## src/rtl/vslide_pkg.sv

```systemverilog
// vslide_pkg: shared types and default dimensions for the vslide_seq sequencer
// and its vector_slide datapath.
package vslide_pkg;

  // Default dimensions; the request struct below is sized from these.
  localparam int DEF_DATA_WIDTH   = 32;
  localparam int DEF_VECTOR_LANES = 16;
  localparam int DEF_ADDR_WIDTH   = 5;
  localparam int DEF_MAX_GROUP    = 8;
  localparam int DEF_SHIFT_WIDTH  = $clog2(DEF_VECTOR_LANES);
  localparam int DEF_COUNT_WIDTH  = $clog2(DEF_MAX_GROUP);
  localparam int VLEN_BITS        = DEF_VECTOR_LANES * DEF_DATA_WIDTH;

  // Sequencer states, one per pipeline step of a single register.
  typedef enum logic [2:0] {
    IDLE,
    RD_A,
    RD_B,
    EXEC,
    WB
  } state_t;

  // A latched slide-up request.
  typedef struct packed {
    logic [DEF_ADDR_WIDTH-1:0]  vd;
    logic [DEF_ADDR_WIDTH-1:0]  vs1;
    logic [DEF_ADDR_WIDTH-1:0]  vs2;
    logic [DEF_SHIFT_WIDTH-1:0] shift;
    logic [DEF_COUNT_WIDTH-1:0] count;
  } req_t;

  // Register index of element idx of a group; wraps modulo the register file size.
  function automatic logic [DEF_ADDR_WIDTH-1:0] grp_addr(
    input logic [DEF_ADDR_WIDTH-1:0]  base,
    input logic [DEF_COUNT_WIDTH-1:0] idx
  );
    return base + DEF_ADDR_WIDTH'(idx);
  endfunction

endpackage

```

## src/rtl/vector_slide.sv

```systemverilog
// vector_slide: combinational slide-up. Result lane i takes vec_a lane (i-shift)
// when i >= shift, otherwise vec_b lane i.
module vector_slide #(
  parameter int DATA_WIDTH   = 32,
  parameter int VECTOR_LANES = 16
) (
  input  logic [VECTOR_LANES*DATA_WIDTH-1:0] vec_a,
  input  logic [VECTOR_LANES*DATA_WIDTH-1:0] vec_b,
  input  logic [$clog2(VECTOR_LANES)-1:0]    shift,
  output logic [VECTOR_LANES*DATA_WIDTH-1:0] result
);

  localparam int SW = $clog2(VECTOR_LANES);

  logic [DATA_WIDTH-1:0] a_lane   [VECTOR_LANES];
  logic [DATA_WIDTH-1:0] b_lane   [VECTOR_LANES];
  logic [DATA_WIDTH-1:0] res_lane [VECTOR_LANES];

  // View the flat vectors as lane arrays and repack the result.
  for (genvar g = 0; g < VECTOR_LANES; g++) begin : g_lane
    assign a_lane[g] = vec_a[g*DATA_WIDTH +: DATA_WIDTH];
    assign b_lane[g] = vec_b[g*DATA_WIDTH +: DATA_WIDTH];
    assign result[g*DATA_WIDTH +: DATA_WIDTH] = res_lane[g];
  end

  // Per-lane select between the shifted source and the fill operand.
  always_comb begin
    for (int i = 0; i < VECTOR_LANES; i++) begin
      // NOTE: every lane gets a default before the conditional override so no latch is inferred.
      res_lane[i] = b_lane[i];
      if (SW'(i) >= shift) begin
        res_lane[i] = a_lane[SW'(i) - shift];
      end
    end
  end

endmodule

```

## src/rtl/vslide_seq.sv

```systemverilog
// vslide_seq: sequences a slide-up over a register group of 1..MAX_GROUP vector
// registers, reading source and fill operands through one register-file read
// port, sliding them in vector_slide and writing each result back in order.
// Optional feature macro VSLIDE_SEQ_SKIPFILL_EN: with a zero shift the fill read
// is skipped and each register takes 3 cycles instead of 4.
module vslide_seq
  import vslide_pkg::*;
#(
  parameter int DATA_WIDTH   = DEF_DATA_WIDTH,
  parameter int VECTOR_LANES = DEF_VECTOR_LANES,
  parameter int ADDR_WIDTH   = DEF_ADDR_WIDTH,
  parameter int MAX_GROUP    = DEF_MAX_GROUP
) (
  input  logic                               clk,
  input  logic                               rst,
  input  logic                               req_valid,
  output logic                               req_ready,
  input  logic [ADDR_WIDTH-1:0]              req_vd,
  input  logic [ADDR_WIDTH-1:0]              req_vs1,
  input  logic [ADDR_WIDTH-1:0]              req_vs2,
  input  logic [$clog2(VECTOR_LANES)-1:0]    req_shift,
  input  logic [$clog2(MAX_GROUP)-1:0]       req_count,
  output logic                               rf_ren,
  output logic [ADDR_WIDTH-1:0]              rf_raddr,
  input  logic [VECTOR_LANES*DATA_WIDTH-1:0] rf_rdata,
  output logic                               rf_we,
  output logic [ADDR_WIDTH-1:0]              rf_waddr,
  output logic [VECTOR_LANES*DATA_WIDTH-1:0] rf_wdata,
  output logic                               busy,
  output logic                               done
);

  localparam int VLEN        = VECTOR_LANES * DATA_WIDTH;
  localparam int COUNT_WIDTH = $clog2(MAX_GROUP);

`ifdef VSLIDE_SEQ_SKIPFILL_EN
  localparam bit SKIP_FILL = 1'b1;
`else
  localparam bit SKIP_FILL = 1'b0;
`endif

  state_t                 state;
  req_t                   req_q;
  logic [COUNT_WIDTH-1:0] k;
  logic [VLEN-1:0]        a_reg;
  logic [VLEN-1:0]        b_reg;
  logic                   last_reg;
  logic                   skip_b;

  assign req_ready = (state == IDLE);
  assign busy      = (state != IDLE);
  assign last_reg  = (k == req_q.count);
  // A zero shift never selects the fill operand, so its read can be dropped.
  assign skip_b    = SKIP_FILL && (req_q.shift == '0);

  // Write data is the slide of the operand registers; it is sampled during WB.
  vector_slide #(
    .DATA_WIDTH   (DATA_WIDTH),
    .VECTOR_LANES (VECTOR_LANES)
  ) u_slide (
    .vec_a  (a_reg),
    .vec_b  (b_reg),
    .shift  (req_q.shift),
    .result (rf_wdata)
  );

  // Sequencer FSM with registered register-file controls, index counter and operand capture.
  always_ff @(posedge clk or posedge rst) begin
    if (rst) begin
      state    <= IDLE;
      req_q    <= '0;
      k        <= '0;
      // NOTE: operand registers are reset too so a reset leaves rf_wdata at zero.
      a_reg    <= '0;
      b_reg    <= '0;
      rf_ren   <= 1'b0;
      rf_raddr <= '0;
      rf_we    <= 1'b0;
      rf_waddr <= '0;
      done     <= 1'b0;
    end else begin
      // NOTE: non-blocking assignments throughout, so every branch sees pre-edge state.
      rf_ren <= 1'b0;
      rf_we  <= 1'b0;
      done   <= 1'b0;
      unique case (state)
        IDLE: begin
          if (req_valid) begin
            req_q    <= '{vd: req_vd, vs1: req_vs1, vs2: req_vs2,
                          shift: req_shift, count: req_count};
            k        <= '0;
            state    <= RD_A;
            rf_ren   <= 1'b1;
            rf_raddr <= req_vs1;
          end
        end
        RD_A: begin
          if (skip_b) begin
            state <= EXEC;
          end else begin
            state    <= RD_B;
            rf_ren   <= 1'b1;
            rf_raddr <= grp_addr(req_q.vs2, k);
          end
        end
        RD_B: begin
          a_reg <= rf_rdata;
          state <= EXEC;
        end
        EXEC: begin
          // With the fill read skipped, the data arriving now is the source operand.
          if (skip_b) a_reg <= rf_rdata;
          else        b_reg <= rf_rdata;
          state    <= WB;
          rf_we    <= 1'b1;
          rf_waddr <= grp_addr(req_q.vd, k);
          done     <= last_reg;
        end
        WB: begin
          if (last_reg) begin
            state <= IDLE;
          end else begin
            k        <= k + COUNT_WIDTH'(1);
            state    <= RD_A;
            rf_ren   <= 1'b1;
            rf_raddr <= grp_addr(req_q.vs1, k + COUNT_WIDTH'(1));
          end
        end
        default: state <= IDLE;
      endcase
    end
  end

endmodule
```

## config.mk

```make
export PLATFORM = sky130hd
export DESIGN_NAME = vslide_seq
export DESIGN_NICKNAME = d
export VERILOG_FILES = /design/src/rtl/vslide_pkg.sv /design/src/rtl/vector_slide.sv /design/src/rtl/vslide_seq.sv
export SDC_FILE = /design/constraint.sdc
export NUM_CORES = 2
export LEC_CHECK = 0
export BUFFER_PORTS_ARGS = -buffer_cell sky130_fd_sc_hd__buf_4
export CAP_MARGIN = 25
export CORE_MARGIN = 5
export CORE_UTILIZATION = 45
export CTS_CLUSTER_SIZE = 10
export DETAILED_ROUTE_END_ITERATION = 10
export PLACE_DENSITY = 0.62
export REMOVE_ABC_BUFFERS = 1
export SLEW_MARGIN = 10
export SYNTH_ARGS = -nofsm -noshare
export SYNTH_HDL_FRONTEND = slang
export SYNTH_SLANG_ARGS = --single-unit
```

## constraint.sdc

```tcl
create_clock -name clk -period 41.4 [get_ports clk]
set_clock_uncertainty 0.1 [all_clocks]
set_input_delay 6.21 -clock clk [delete_from_list [all_inputs] [get_ports clk]]
set_output_delay 6.21 -clock clk [all_outputs]
set_load 0.1 [all_outputs]
```

==> run_results.csv <==
group,metric,value,unit
outcome,status,"completed",
synthesis,synth_area,76700,um^2
placed_design,hpwlAfterDp,220,mm
critical_path,rrSetupSlack,37.34,ns
detailed_routing,drtIter0Drc,7260,
timing,period_needed,13.78,ns
timing,max_freq,72.6,MHz
synthesis,avgSynthCellArea,9.98,um^2
clocking,cts_setup_buffers,0,
clocking,ctsResizeCount,0,
timing,rsz0062_at_grt,"no",
clocking,cts_tree,"yes",
timing,drv_slew,0,
synthesis,synth.area.top_cells,"dfrtp_1, mux2i_1, mux2_2",
synthesis,ys_warn_count,0,
synthesis,yosysUniqueCellTypes,53,
detailed_routing,ant_nets,0,
clocking,ctsHoldBuffers,0,
critical_path,crit_required,35.09,ns
synthesis,synth-seq-cells,1033,
timing,final-hold-violation-count,0,
placed_design,gp_congestion,0.931,
floorplan,io_pins,1064,
detailed_routing,dr.pass1.iters,8,
critical_path,critical_path.startpoint,"req_q[3]",
timing,period_share,33.3,%
synthesis,synth.top_cell.area_share,33.7,%
detailed_routing,via_per_inst,6.37,
clocking,htree_levels,4,
global_routing,grt_pass1_vias,65285,
finish,largest_reg_flops,512,
synthesis,yosysTopAreaCell,"dfrtp_1",
critical_path,r2r_cells,7,
critical_path,cp.arrival,7.47,ns
timing,setup_viol,0,
critical_path,r2r_start,"state[2]",
timing,tightest_slew,1.48,ns
synthesis,postSynthCellCount,7689,
clocking,path_clk_slew,0.06,ns
detailed_routing,drc,0,
clocking,clkSinkCount,1033,
finish,nNetsFinal,8879,
hold_path,hp-class,"flip-flop to flip-flop",
clocking,numCtsBuffers,133,
floorplan,dieArea,179000,um^2
job,drv_cap,0,
synthesis,ys_seq_area_share,33.7,%
clocking,insertion_delay,0.78,ns
critical_path,critPathKind,"flip-flop to output pin",
clocking,clockBufferDepth,3,
critical_path,rr_endpoint,"b_reg[244]",
global_routing,grt_antenna_before_repair,61,
critical_path,startpoint_type,"flip-flop",
finish,fillers,15081,
floorplan,initial_core_util,45.3,%
floorplan,core,169000,um^2
placed_design,dp_slack,28.55,ns
floorplan,dieWidth,423,um
detailed_routing,vias,68005,
finish,fin_util,53.2,%
critical_path,crit_fanout,70,
clocking,cts_root_buf,"clkbuf_16",
global_routing,grt_max_degree,207,
placed_design,io_buffers,1063,
detailed_routing,post_drt_wl_per_cell,30.4,um
finish,syn_to_final_growth,17.6,%
floorplan,row_count,151,
detailed_routing,totalWireLength,324,mm
critical_path,worstSetupEndpointType,"output pin",
global_routing,overflow,0,
critical_path,crit_end,"rf_wdata[340]",
floorplan,die_h,423,um
hold_path,hold_depth,2,
timing,finalWorstSetupSlack,27.62,ns
global_routing,grt_pass1_wl,463,mm
finish,drive_gt1_share,33.0,%
timing,slew_headroom,1.62,%
global_routing,grt_usage,34.8,%
cell usage after synthesis (all sizes together):
cell type / instances
a221oi: 1
nand3: 516
dfrtp: 1033
nand3b: 1
nand2b: 2
nand4: 32
clkinv: 1
o22ai: 6
o21ai: 241
or3: 1
a31oi: 34
o211ai: 256
a21oi: 237
a32o: 1
inv: 17
nor3: 1
a211oi: 32
o31a: 1
fa: 3
xor2: 13
xnor2: 12
clkbuf: 367
mux2: 947
nor3b: 3
nor2b: 5
buf: 330
o21a: 1
mux2i: 1120
ha: 23
mux4: 416
nor2: 239
a221o: 1
and2: 2
a22oi: 32
o31ai: 2
nand2: 1719
a211o: 1
o311a: 1
a21o: 37
or2: 1
a21boi: 1
cell type report:
class                   count  area, um^2  area share [%]
multi-input cells        5941       47800            53.0
repair buffers           1189        9310            10.3
inverters                  18         100           0.111
diodes                     61         153           0.169
clock inverters            26         300           0.333
flip-flops and latches   1033       25900            28.7
clock buffers             183        3920            4.34
well taps                2218        2780            3.08
kinds of logic after synthesis:
group / after synthesis / synth area share [%]
AND/OR/NAND/NOR: 2522 / 13.3
multiplexers: 2483 / 40.7
flip-flops: 1033 / 33.7
AO/OA/AOI/OAI: 885 / 7.06
buffers and inverters: 715 / 4.41
adder cells (fa/ha/maj): 26 / 0.453
XOR/XNOR: 25 / 0.334
per-stage QoR:
stage | cell area, um^2 | instances | TNS [ns] | hold slack [ns]
global placement | 85500 | 10385 | 0 | 0.353
detailed placement | 85500 | 10386 | 0 | 0.359
finish | 90200 | 10669 | 0 | 0.373
global route | 90200 | 10655 | 0 | 0.380
floorplan | 73400 | 6992 | -1847.84 | 0.342
CTS | 89700 | 10595 | 0 | 0.374
metal layers:
metal,GRT usage (%),vias up,routed length [um]
met4,25.2,10,27000
met5,0,-,65
met1,44.0,34161,124000
met2,53.0,3623,146000
met3,7.34,930,27100
li1,-,29281,-
worst min path at each step:
| stage | from | end |
|---|---|---|
| 2_1_floorplan | b_reg[100] | b_reg[100] |
| 3_5_place_dp | b_reg[113] | b_reg[113] |
| 3_3_place_gp | b_reg[115] | b_reg[115] |
| 5_1_grt | b_reg[8] | b_reg[8] |
| 4_1_cts | b_reg[122] | b_reg[122] |
| 6_report | b_reg[24] | b_reg[24] |
cell usage in the layout (no fill, tap or decap), types with 9 or more instances in the layout:
cell / Yosys / final
nor2_1: 238 / 238
diode_2: 0 / 61
o21ai_1: 224 / 224
xor2_1: 12 / 9
nand2_1: 1719 / 1715
a211oi_1: 32 / 32
a31oi_1: 34 / 34
dfrtp_1: 1033 / 1030
inv_1: 15 / 13
a21o_1: 37 / 37
clkbuf_16: 0 / 141
ha_1: 23 / 19
mux2_1: 20 / 20
nand4_1: 32 / 32
buf_4: 87 / 1165
mux4_2: 416 / 416
mux2i_1: 1120 / 1120
buf_12: 0 / 11
buf_16: 0 / 12
nand3_1: 516 / 515
a21oi_1: 235 / 233
o21ai_0: 17 / 17
o211ai_1: 256 / 256
mux2_2: 927 / 927
clkinv_2: 0 / 14
clkbuf_8: 0 / 23
clkbuf_1: 364 / 19
a22oi_1: 32 / 32
worst max-delay path, stage by stage, from the launching register on:
cell      delay (ns)
dfrtp_4         0.81
clkinv_8        0.53
ha_4            0.98
buf_4           0.84
buf_4           0.91
buf_4           0.84
mux2i_1         0.27
mux2i_1         0.22
o211ai_1        0.12
mux2_2          0.32
a21oi_1         0.25
buf_4           0.34
Power is left out: the tool's default activity adds up to more than one toggle a clock period on the data nets, which glitch-free logic cannot reach.
